### src/rtl/swim_host_ctrl.sv
// SWIM host command sequencer: plays the SWIM entry pattern or pulses NRST,
// then returns one status byte per command over a valid/ready stream.
module swim_host_ctrl #(
   parameter int TICK_DIV      = 6000,
   parameter int RST_TICKS     = 16,
   parameter int TIMEOUT_TICKS = 255
) (
   input  logic       clk,
   input  logic       reset_n,
   input  logic [7:0] cmd_data,
   input  logic       cmd_valid,
   output logic       cmd_ready,
   output logic [7:0] rsp_data,
   output logic       rsp_valid,
   input  logic       rsp_ready,
   input  logic       swim_in,
   output logic       swim_out,
   output logic       swim_oe,
   output logic       nrst_out,
   output logic       busy
);

   typedef enum logic [2:0] {
      S_IDLE,
      S_ENTRY,
      S_WAIT_SYNC,
      S_NRST,
      S_RESP
   } state_t;

   localparam int TW = (TICK_DIV > 1) ? $clog2(TICK_DIV) : 1;
   localparam logic [TW-1:0] TICK_MAX = TW'(TICK_DIV - 1);
   localparam logic [7:0] RST_LAST = 8'(RST_TICKS - 1);
   localparam logic [7:0] TO_LAST = 8'(TIMEOUT_TICKS - 1);
   localparam logic [7:0] BIT_LAST = 8'd35;
   localparam logic [35:0] PATTERN =
      36'b1111_1111_0011_0011_0011_0011_0101_0101_0111;

   state_t        r_state;
   logic [TW-1:0] r_tick_cnt;
   logic [7:0]    r_cnt;
   logic [35:0]   r_pat;
   logic          r_err;
   logic          r_entry_done;
   logic          r_swim_s1;
   logic          r_swim_s2;
   logic          r_swim_out;
   logic          r_swim_oe;
   logic          r_nrst_out;
   logic          r_rsp_valid;
   logic [7:0]    r_rsp_data;

   logic w_idle;
   logic w_accept;
   logic w_tick;
   logic w_swim_s;

   assign w_idle   = (r_state == S_IDLE);
   assign w_accept = cmd_valid & w_idle;
   assign w_tick   = (r_tick_cnt == TICK_MAX);
   assign w_swim_s = r_swim_s2;

   assign cmd_ready = w_idle;
   assign busy      = ~w_idle;
   assign rsp_data  = r_rsp_data;
   assign rsp_valid = r_rsp_valid;
   assign swim_out  = r_swim_out;
   assign swim_oe   = r_swim_oe;
   assign nrst_out  = r_nrst_out;

   always_ff @(posedge clk or negedge reset_n) begin
      if (!reset_n) begin
         r_state      <= S_IDLE;
         r_tick_cnt   <= '0;
         r_cnt        <= '0;
         r_pat        <= '0;
         r_err        <= 1'b0;
         r_entry_done <= 1'b0;
         r_swim_s1    <= 1'b1;
         r_swim_s2    <= 1'b1;
         r_swim_out   <= 1'b1;
         r_swim_oe    <= 1'b0;
         r_nrst_out   <= 1'b1;
         r_rsp_valid  <= 1'b0;
         r_rsp_data   <= '0;
      end else begin
         r_swim_s1 <= swim_in;
         r_swim_s2 <= r_swim_s1;
         // Clearing on acceptance aligns every tick to the command start
         if (w_accept || w_tick) r_tick_cnt <= '0;
         else r_tick_cnt <= r_tick_cnt + TW'(1);
         case (r_state)
            S_IDLE: begin
               if (cmd_valid) begin
                  r_cnt <= '0;
                  case (cmd_data)
                     8'h00: begin
                        r_rsp_data  <= 8'hA0;
                        r_rsp_valid <= 1'b1;
                        r_state     <= S_RESP;
                     end
                     8'h01: begin
                        r_swim_oe  <= 1'b1;
                        r_swim_out <= PATTERN[35];
                        r_pat      <= {PATTERN[34:0], 1'b0};
                        r_state    <= S_ENTRY;
                     end
                     8'h02: begin
                        r_nrst_out <= 1'b0;
                        r_state    <= S_NRST;
                     end
                     8'h03: begin
                        r_rsp_data  <= {4'h5, 1'b0, r_err,
                                        r_entry_done, w_swim_s};
                        r_err       <= 1'b0;
                        r_rsp_valid <= 1'b1;
                        r_state     <= S_RESP;
                     end
                     default: begin
                        r_rsp_data  <= 8'hEE;
                        r_err       <= 1'b1;
                        r_rsp_valid <= 1'b1;
                        r_state     <= S_RESP;
                     end
                  endcase
               end
            end
            S_ENTRY: begin
               if (w_tick) begin
                  if (r_cnt == BIT_LAST) begin
                     r_swim_oe  <= 1'b0;
                     r_swim_out <= 1'b1;
                     r_cnt      <= '0;
                     r_state    <= S_WAIT_SYNC;
                  end else begin
                     r_cnt      <= r_cnt + 8'd1;
                     r_swim_out <= r_pat[35];
                     r_pat      <= {r_pat[34:0], 1'b0};
                  end
               end
            end
            S_WAIT_SYNC: begin
               if (!w_swim_s) begin
                  r_entry_done <= 1'b1;
                  r_rsp_data   <= 8'hA1;
                  r_rsp_valid  <= 1'b1;
                  r_state      <= S_RESP;
               end else if (w_tick) begin
                  if (r_cnt == TO_LAST) begin
                     r_err        <= 1'b1;
                     r_entry_done <= 1'b0;
                     r_rsp_data   <= 8'hE1;
                     r_rsp_valid  <= 1'b1;
                     r_state      <= S_RESP;
                  end else begin
                     r_cnt <= r_cnt + 8'd1;
                  end
               end
            end
            S_NRST: begin
               if (w_tick) begin
                  if (r_cnt == RST_LAST) begin
                     r_nrst_out   <= 1'b1;
                     r_entry_done <= 1'b0;
                     r_rsp_data   <= 8'hA2;
                     r_rsp_valid  <= 1'b1;
                     r_state      <= S_RESP;
                  end else begin
                     r_cnt <= r_cnt + 8'd1;
                  end
               end
            end
            S_RESP: begin
               if (rsp_ready) begin
                  r_rsp_valid <= 1'b0;
                  r_state     <= S_IDLE;
               end
            end
            default: r_state <= S_IDLE;
         endcase
      end
   end

endmodule
### config.mk
export PLATFORM = sky130hd
export DESIGN_NAME = swim_host_ctrl
export DESIGN_NICKNAME = d
export VERILOG_FILES = /design/src/rtl/swim_host_ctrl.sv
export SDC_FILE = /design/constraint.sdc
export NUM_CORES = 1
export LEC_CHECK = 0
export ABC_AREA = 1
export CAP_MARGIN = 5
export CORE_ASPECT_RATIO = 1.25
export CORE_MARGIN = 8
export CORE_UTILIZATION = 50
export DETAILED_ROUTE_END_ITERATION = 7
export PLACE_DENSITY = 0.7
export SYNTH_ARGS = -nofsm -noshare
export SYNTH_HDL_FRONTEND = slang
export SYNTH_SLANG_ARGS = --single-unit
### constraint.sdc
create_clock -name clk -period 2.18 [get_ports clk]
set_input_delay 0.327 -clock clk [delete_from_list [all_inputs] [get_ports clk]]
set_output_delay 0.327 -clock clk [all_outputs]
set_load 0.05 [all_outputs]
# Yosys cells after proc, flatten, opt, wreduce, memory -nomap -nowiden
# Index checks and enable logic that the tools add are counted.
# word_totals
inputBits	13
elab_cells	132
ff_bits	76
# op_classes
addsub	2
reduce_logical	22
n_bitwise	2
n_eq_ne	29
mux	64
# op_table
op	count
$mux 36	4
$mux 8	14
$pmux 36 s2	1
$pmux 8 s3	2
$pmux 8 s4	1
$ne 2x2->1 const B	14
$mux 3	9
$reduce_and 8->1	3
$mux 1	23
$reduce_and 5->1	4
$eq 8x2->1 const B	2
$pmux 3 s5	1
$add 13x1->13 const B	1
$eq 13x13->1 const B	1
$mux 13	1
$pmux 1 s2	6
$add 8x1->8 const B	1
$eq 8x1->1 const B	1
$eq 8x4->1 const B	1
$eq 8x6->1 const B	1
$eq 8x8->1 const B	1
$logic_not 8->1	1
$reduce_bool 2->1	4
$reduce_bool 4->1	2
other kinds (17)	20

# Logic depth before layout (Yosys ltp)
# Gate-level depths: netlist of the first run.
# logic_depth
ltp_word	5
depth_mapped	13
mapped_depth_nobuf	12

# Least setup slack after synthesis of the first run
# OpenSTA, ideal clock, no wires.
# synth_path
path_kind	flip-flop to flip-flop
from	reg r_state[1]
to	reg r_pat[30]
arrival_time_ps	1654
path_buffers	2
synth_period_minus_slack_ps	1776
setup_slack_ps	404
stages_incl_launch_ff	11
cell_sequence	dfrtp_1 > inv_2 > nand2_4 > nor2_8 > nand3_2 > a21oi_1 > nand2_2 > buf_6 > buf_6 > nand2_1 > o21ai_1
# synth_between
elab_chain_cells	3
# synth_lines
item	line	source
start, declared	39	state_t r_state;
start signal, assigned	73	r_state <= S_IDLE;
start signal, assigned	100	r_state <= S_RESP;
start signal, assigned	106	r_state <= S_ENTRY;
$logic_not 3->1 (*)	-	
via cmd_ready	12	output logic cmd_ready,
$ne 2x1->1 (no line) (tied with other cells)	-	
$reduce_and 5->1 (no line)	-	
end signal, assigned	105	r_pat <= {PATTERN[34:0], 1'b0};
end signal, assigned	138	r_pat <= {r_pat[34:0], 1'b0};
end, declared	42	logic [35:0] r_pat;
# The timed path passes the listed nets; every way through them passes the cells marked *.
# A chain may end at the register's enable or synchronous reset.

# Worst setup path after layout of the first run
# layout_path
from	reg r_swim_out, in the netlist swim_out
to	out swim_out
# layout_rtl
item	line	source
start, declared	47	logic r_swim_out;
start signal, assigned	104	r_swim_out <= PATTERN[35];
start signal, assigned	137	r_swim_out <= r_pat[35];
end, declared	17	output logic swim_out,
# No word-level cell between the ends.

==> key figures, run 1 <==
Critical path
  – Crit-path slowest cell: clkdlybuf4s50_1
  – Critical Path RT: 1850 ps
  – CP top delay family: buffers and inverters
  – Crit path buffers/inverters: 1
  – Crit. path cell count: 1
  – WP data arrival: 1690 ps
  – Reg2Reg Depth: 11
  – Crit Path Max Fanout: 2
  – Max stage delay on crit path: 800 ps
  – Worst Setup Path Type: reg -> out
  – Crit end category: output port
  – R2R Path End: r_state[2]$_DFFE_PN0P_
  – Worst path cell trace: clkdlybuf4s50_1
  – Reg2reg start: r_tick_cnt[0]$_DFF_PN0_
  – Crit path launch type: flop
  – R2R Setup Slk: 310 ps

Clock tree
  – CTS tree: yes
  – H-tree Lvls: 3
  – Later-pin clock latency in the skew report: 340 ps
  – Root buf cell: clkbuf_8
  – Clock transition at path regs: 70 ps
  – CTS Buf Count: 9
  – Sink Count: 74
  – Clock Tree Buf Depth: 2

Routing
  – Vias/cell: a little over 5
  – Avg WL per Cell: around 12 µm
  – Drt first pass iters: 4
  – WL final: 7489 µm
  – DRT iter0 DRCs: 137
  – Detailed-route via count: approximately 3100
  – DRT antenna net count: 0
  – DR DRC count: 0

Logic synthesis
  – Adder-Cell Fraction of Synth Area: 0.009862
  – Synth cell types: 38
  – Warnings from Yosys: 0
  – Synth Area in Compound Gates: 0.1134
  – Post-Syn Nets: between 500 and 600
  – Synth Area per Inst: 7.736 µm²
  – Netlist Area Pre-Place: 3806 µm²
  – XOR/XNOR Fraction of Synth Area: 0.01151
  – Post-Synth Simple-Gate Area: 0.3054
  – Mux share of post-synthesis cell area: 0
  – Largest family of logic cells by synthesized area: simple AND/OR/NAND/NOR gates
  – Post-Syn Instances: 492
  – Sequential area share after synthesis: 0.4878
  – Synthesized flop and latch total: 74

Die
  – Horiz. Die Dim: roughly 94 µm
  – Rows: 35
  – Initial Utilization: 0.5143
  – Core ar.: roughly 7400 µm²
  – Die area: 10680 µm²
  – Die height: 113.5 µm
  – Ports: 27

Timing
  – Setup_tns: 0 ps
  – Post-layout minimum cycle time: 2015 ps
  – Fin. Hold Viols: 0
  – Worst relative slew slack: 0.6490
  – FMAX: 496.3 MHz
  – Setup Viol. Count Final: 0
  – Tcrit/Tclk final: 0.9243
  – Final slew viol count: 0
  – Worst Clk Skew: 5.639 ps
  – Fin Hold WS: 366.8 ps
  – Least-Margin Pin Slew: 522.4 ps
  – RSZ-0062 raised after global routing: false

Cells and area
  – Antenna Diode Count: 0
  – Register Area: between 1500 and 2000 µm²
  – P&R area growth vs syn: 14.20%
  – Most common cell after layout, fill and taps aside: nand2_1
  – Area taken by multi-input logic gates: 1675 µm²
  – Fill cell count: 666
  – Post-layout util: 0.5873
  – Commonest cells after routing, fill and taps aside: 167 x nand2_1, 70 x dfrtp_1, 57 x nor2_1
  – Share of cells above drive strength 1: 0.1031
  – Nets: between 500 and 600

Power and ir drop
  – Pwr per Cell Area: 671.8 nW/µm²
  – Total power: roughly 2.9 mW
  – Leakage power: 2.341 nW
  – VDD IR max: between 0.0004 and 0.0005 V

Placement
  – Placer Congestion: 0.8491
  – PortBufs: 26
  – Post-DP HPWL: around 5300 µm

Outcome
  – Status: finished clean

Flow run
  – Max-cap violation count: 0

GRT
  – Vias in the first global route: slightly below 3000
  – Global route overflow: 0
  – Antenna violations before repair: 0
  – First-pass GRT wire length: ~13000 µm
  – Overall routing resource usage: 0.1531
  – Pin count of the biggest net entering global routing: 70

Hold path
  – WHS Endpoint: r_swim_s2$_DFF_PN1_
  – Hold_sp: r_swim_s1$_DFF_PN1_
  – Hold depth: 0
  – Hold WC Path Type: reg -> reg
-- stage by stage --
step	std cells	worst slack, ps	cell area [µm²]
6_report	616	164.9	4347
5_1_grt	616	65.49	4347
4_1_cts	616	138.1	4347
2_1_floorplan	492	404.3	3806
3_3_place_gp	599	107.7	4139
3_5_place_dp	599	26.68	4139
-- timing repair --
action | 4_1_cts | 5_1_grt
endpoints found under the hold margin | 29 | 0
hold buffers | 1 | 0
resized for setup | 0 | 0
buffers inserted | 0 | 0
setup endpoints to repair | 0 | 0
-- synth_stat cells --
library cell / instances / share of area
buf_2: 5 / 0.0066
nor2_2: 4 / 0.0066
nand2_4: 3 / 0.0089
buf_4: 1 / 0.0020
o2111ai_1: 1 / 0.0023
inv_1: 43 / 0.042
a31oi_1: 1 / 0.0016
dfstp_2: 4 / 0.028
a21oi_1: 9 / 0.012
o21ai_2: 10 / 0.023
nor2_1: 57 / 0.056
nor2_4: 1 / 0.0030
nand3_2: 1 / 0.0026
nor2_8: 1 / 0.0053
nand2_1: 167 / 0.16
nor3_1: 7 / 0.0092
clkbuf_2: 1 / 0.0013
nand2_2: 3 / 0.0049
clkbuf_1: 4 / 0.0039
nor3b_1: 1 / 0.0020
clkinv_1: 1 / 0.00099
a21boi_4: 1 / 0.0049
a211oi_1: 1 / 0.0020
buf_6: 3 / 0.0089
dfrtp_1: 70 / 0.46
o21ai_1: 9 / 0.012
o21ai_0: 38 / 0.050
o211ai_1: 1 / 0.0020
ha_1: 3 / 0.0099
inv_2: 5 / 0.0049
o21bai_1: 2 / 0.0039
xor2_1: 5 / 0.012
buf_1: 1 / 0.00099
nand4_1: 5 / 0.0082
nand3_1: 20 / 0.026
nor4_1: 1 / 0.0016
and3_1: 1 / 0.0016
nor3_4: 1 / 0.0043
-- where the power goes --
| group | internal, mW | leakage (nW) | total [mW] | switching [mW] |
|---|---|---|---|---|
| registers | 1.46 | 0.814 | 1.55 | 0.0868 |
| clock network | 0.592 | 0.101 | 1.07 | 0.480 |
| logic | 0.114 | 1.43 | 0.298 | 0.184 |
-- metal layers --
metal	up-vias	part of all wire	wire, µm	GRT usage
met1	1450	0.46	3464	0.1854
met2	59	0.47	3507	0.2447
met3	16	0.043	325	0.03679
li1	1607	-	-	-
met5	-	0	0	0
met4	0	0.026	191	0.08059
-- kinds of logic after synthesis --
logic type	after synthesis
simple gates	273
flops	74
compound gates	73
buf+inv	64
xor+xnor	5
fa+ha+maj	3
-- flip-flops by register name, indices dropped and copies added (netlist names) --
register,cells
r_pat,35
r_tick_cnt,13
r_cnt,8
rsp_data,7
r_state,3
nrst_out,1
r_entry_done,1
r_err,1
r_swim_s1,1
r_swim_s2,1
rsp_valid,1
swim_oe,1
swim_out,1
-- layout make-up --
| class | count | area share |
|---|---|---|
| clock buffer | 14 | 0.03742 |
| clock inverter | 2 | 0.008060 |
| inverter | 49 | 0.04231 |
| multi-input combinational | 354 | 0.3854 |
| sequential | 74 | 0.4272 |
| tap | 92 | 0.02648 |
| timing repair buffer | 31 | 0.07311 |
-- worst max path at each step --
stage	start	to	slack [ps]
after floorplan	r_state[1]$_DFFE_PN0P_	r_pat[30]$_DFFE_PN0P_	400
after global placement	cmd_data[4]	r_pat[23]$_DFFE_PN0P_	110
after detailed placement	cmd_data[5]	r_pat[24]$_DFFE_PN0P_	30
after CTS	swim_out$_DFFE_PN1P_	swim_out	140
after global routing	r_tick_cnt[0]$_DFF_PN0_	rsp_data[5]$_DFFE_PN0P_	70
final	swim_out$_DFFE_PN1P_	swim_out	160
Power figures use the tool's default switching activity.
==> run 2: changes to the inputs <==
- RECOVER_POWER: not set -> 25
==> run 2 against run 1 <==
Non-clock buffer count did not move. Critical endpoint unchanged. Highest routed layer unchanged. Register-to-register slack hardly changed. Critical path depth unchanged. Largest cell class unchanged. Critical path type unchanged. Clock-buffer cell count stayed put.
==> key figures, run 2 (same netlist as run 1, synthesis figures left out) <==
Cells and area
  – Register Area: 1857 µm² (unchanged)
  – Share of cells above drive strength 1: 0.1031 (unchanged)
  – Area taken by multi-input logic gates: 1675 µm² (unchanged)
  – Nets: 535 (unchanged)
  – Max reg flops: 35 (unchanged)
  – Top flop regs: r_pat x35, r_tick_cnt x13, r_cnt x8
  – P&R area growth vs syn: 13.81%
  – Fill cell count: 668 (+0.30%)
  – Non-Filler Instances: 616 (unchanged)
  – Antenna Diode Count: 0 (unchanged)
  – Most common cell after layout, fill and taps aside: nand2_1
  – Largest Register: r_pat
  – Commonest cells after routing, fill and taps aside: 167 x nand2_1, 70 x dfrtp_1, 57 x nor2_1

Die
  – Ports: 27 (unchanged)
  – Die area: 10680 µm² (unchanged)
  – Die height: 113.5 µm (unchanged)
  – Rows: 35 (unchanged)
  – Core ar.: 7401 µm² (unchanged)
  – Horiz. Die Dim: 94.04 µm (unchanged)
  – Initial Utilization: 0.5143 (unchanged)

Timing
  – Setup_tns: 0 ps (unchanged)
  – Worst relative slew slack: 0.4421 (-0.2069)
  – RSZ-0062 raised after global routing: false
  – Final setup margin: 164.3 ps (-0.6290 ps)
  – Fin. Hold Viols: 0 (unchanged)
  – Post-layout minimum cycle time: 2016 ps (+0.6290 ps)
  – Tcrit/Tclk final: 0.9246 (about the same)
  – FMAX: 496.1 MHz (about the same)
  – Least-Margin Pin Slew: 836.8 ps (+314.4 ps)
  – Setup Viol. Count Final: 0 (unchanged)
  – Final slew viol count: 0 (unchanged)
  – Worst Clk Skew: 5.815 ps (+0.1751 ps)

Routing
  – Vias/cell: 5.096 (+0.22%)
  – WL final: 7487 µm (about the same)
  – DRT iter0 DRCs: 139 (+1.5%)
  – DRT antenna net count: 0 (unchanged)
  – Detailed-route via count: 3139 (+0.22%)
  – Drt first pass iters: 4 (unchanged)
  – DR DRC count: 0 (unchanged)
  – Avg WL per Cell: 12.15 µm (about the same)

Critical path
  – Worst Setup Path Type: reg -> out
  – Crit end category: output port
  – WP data arrival: 1690 ps (about the same)
  – R2R Path End: r_state[2]$_DFFE_PN0P_
  – Crit path buffers/inverters: 1 (unchanged)
  – Crit Path Max Fanout: 2 (unchanged)
  – Reg2Reg Depth: 11 (unchanged)
  – Crit-path slowest cell: clkdlybuf4s50_1
  – Max stage delay on crit path: 800 ps (about the same)
  – CP top delay family: buffers and inverters
  – Critical Path RT: 1850 ps (about the same)
  – Reg2reg start: r_tick_cnt[0]$_DFF_PN0_
  – Crit path launch type: flop
  – R2R Setup Slk: 310 ps (about the same)
  – Worst path cell trace: clkdlybuf4s50_1

Flow run
  – Max-cap violation count: 0 (unchanged)

Placement
  – Placer Congestion: 0.8491 (unchanged)
  – Placed insts: 599 (unchanged)
  – PortBufs: 26 (unchanged)
  – Pre-CTS setup slack: 26.68 ps (unchanged)
  – Post-DP HPWL: 5319 µm (unchanged)

GRT
  – Overall routing resource usage: 0.1531 (unchanged)
  – Global route overflow: 0 (unchanged)
  – Pin count of the biggest net entering global routing: 70 (unchanged)
  – Antenna violations before repair: 0 (unchanged)
  – Vias in the first global route: 2958 (unchanged)
  – First-pass GRT wire length: 13140 µm (unchanged)

Power and ir drop
  – Total power: 2.917 mW (-0.10%)
  – VDD IR max: 0.0004654 V (-0.18%)
  – Leakage power: 2.336 nW (-0.22%)
  – Pwr per Cell Area: 673.4 nW/µm² (+0.24%)

Clock tree
  – Sink Count: 74 (unchanged)
  – Clock transition at path regs: 70 ps (about the same)
  – Root buf cell: clkbuf_8
  – Later-pin clock latency in the skew report: 340 ps (about the same)
  – Cts repair resizes: 0 (unchanged)
  – H-tree Lvls: 3 (unchanged)
  – CTS Buf Count: 9 (unchanged)
  – CTS tree: yes
  – Clock Tree Buf Depth: 2 (unchanged)

Outcome
  – Status: finished clean

Hold path
  – Hold_sp: r_swim_s1$_DFF_PN1_
  – Hold depth: 0 (unchanged)
  – WHS Endpoint: r_swim_s2$_DFF_PN1_
  – Hold WC Path Type: reg -> reg
run 2: worst reg2reg max path: cells and delay by family, from the launching register on:
kind | cells | cell delay [ps]
flops | 1 | 370
fa+ha+maj | 1 | 200
simple gates | 9 | 1140
buf+inv | 1 | 80
run 2: layout make-up:
class / instances / share of cell area
Clock buffer: 14 / 0.03755
Clock inverter: 2 / 0.008088
Inverter: 49 / 0.04246
Multi-Input combinational cell: 354 / 0.3868
Sequential cell: 74 / 0.4287
Tap cell: 92 / 0.02657
Timing Repair Buffer: 31 / 0.06990
run 2: how the worst max path moves through the flow:
stage / from / endpoint / slack, ps / cells past startpoint
6_report: swim_out$_DFFE_PN1P_ / swim_out / 160 / 1
3_5_place_dp: cmd_data[5] / r_pat[24]$_DFFE_PN0P_ / 30 / 10
2_1_floorplan: r_state[1]$_DFFE_PN0P_ / r_pat[30]$_DFFE_PN0P_ / 400 / 10
5_1_grt: r_tick_cnt[0]$_DFF_PN0_ / rsp_data[5]$_DFFE_PN0P_ / 70 / 10
4_1_cts: swim_out$_DFFE_PN1P_ / swim_out / 140 / 1
3_3_place_gp: cmd_data[4] / r_pat[23]$_DFFE_PN0P_ / 110 / 10
run 2: report_power, final:
part           total [mW]  switching, mW  leakage (nW)  internal (mW)
combinational       0.293          0.183          1.42          0.110
sequential           1.55         0.0880         0.814           1.46
clock                1.07          0.480         0.101          0.592
total                2.92          0.751          2.34           2.17
run 2: repair_timing:
| item | 4_1_cts | 5_1_grt |
|---|---|---|
| endpoints found under the setup margin | 0 | 0 |
| hold buffers | 1 | 0 |
| setup buffers | 0 | 0 |
| endpoints found under the hold margin | 29 | 0 |
run 2: metrics by stage:
stage | hold WS (ps) | cell area (µm²) | util
2_1_floorplan | 31.41 | 3806 | -
3_3_place_gp | 307.9 | 4139 | 0.5593
3_5_place_dp | 309.9 | 4139 | 0.5593
4_1_cts | 372.4 | 4347 | 0.5873
5_1_grt | 373.1 | 4332 | 0.5853
6_report | 366.3 | 4332 | 0.5853
run 2: routing by layer:
| metal | vias to the layer above | global-route usage | wire, µm |
|---|---|---|---|
| met5 | - | 0 | 0 |
| met4 | 0 | 0.08059 | 191 |
| met3 | 16 | 0.03679 | 343 |
| met2 | 65 | 0.2447 | 3492 |
| met1 | 1452 | 0.1854 | 3459 |
| li1 | 1606 | - | - |
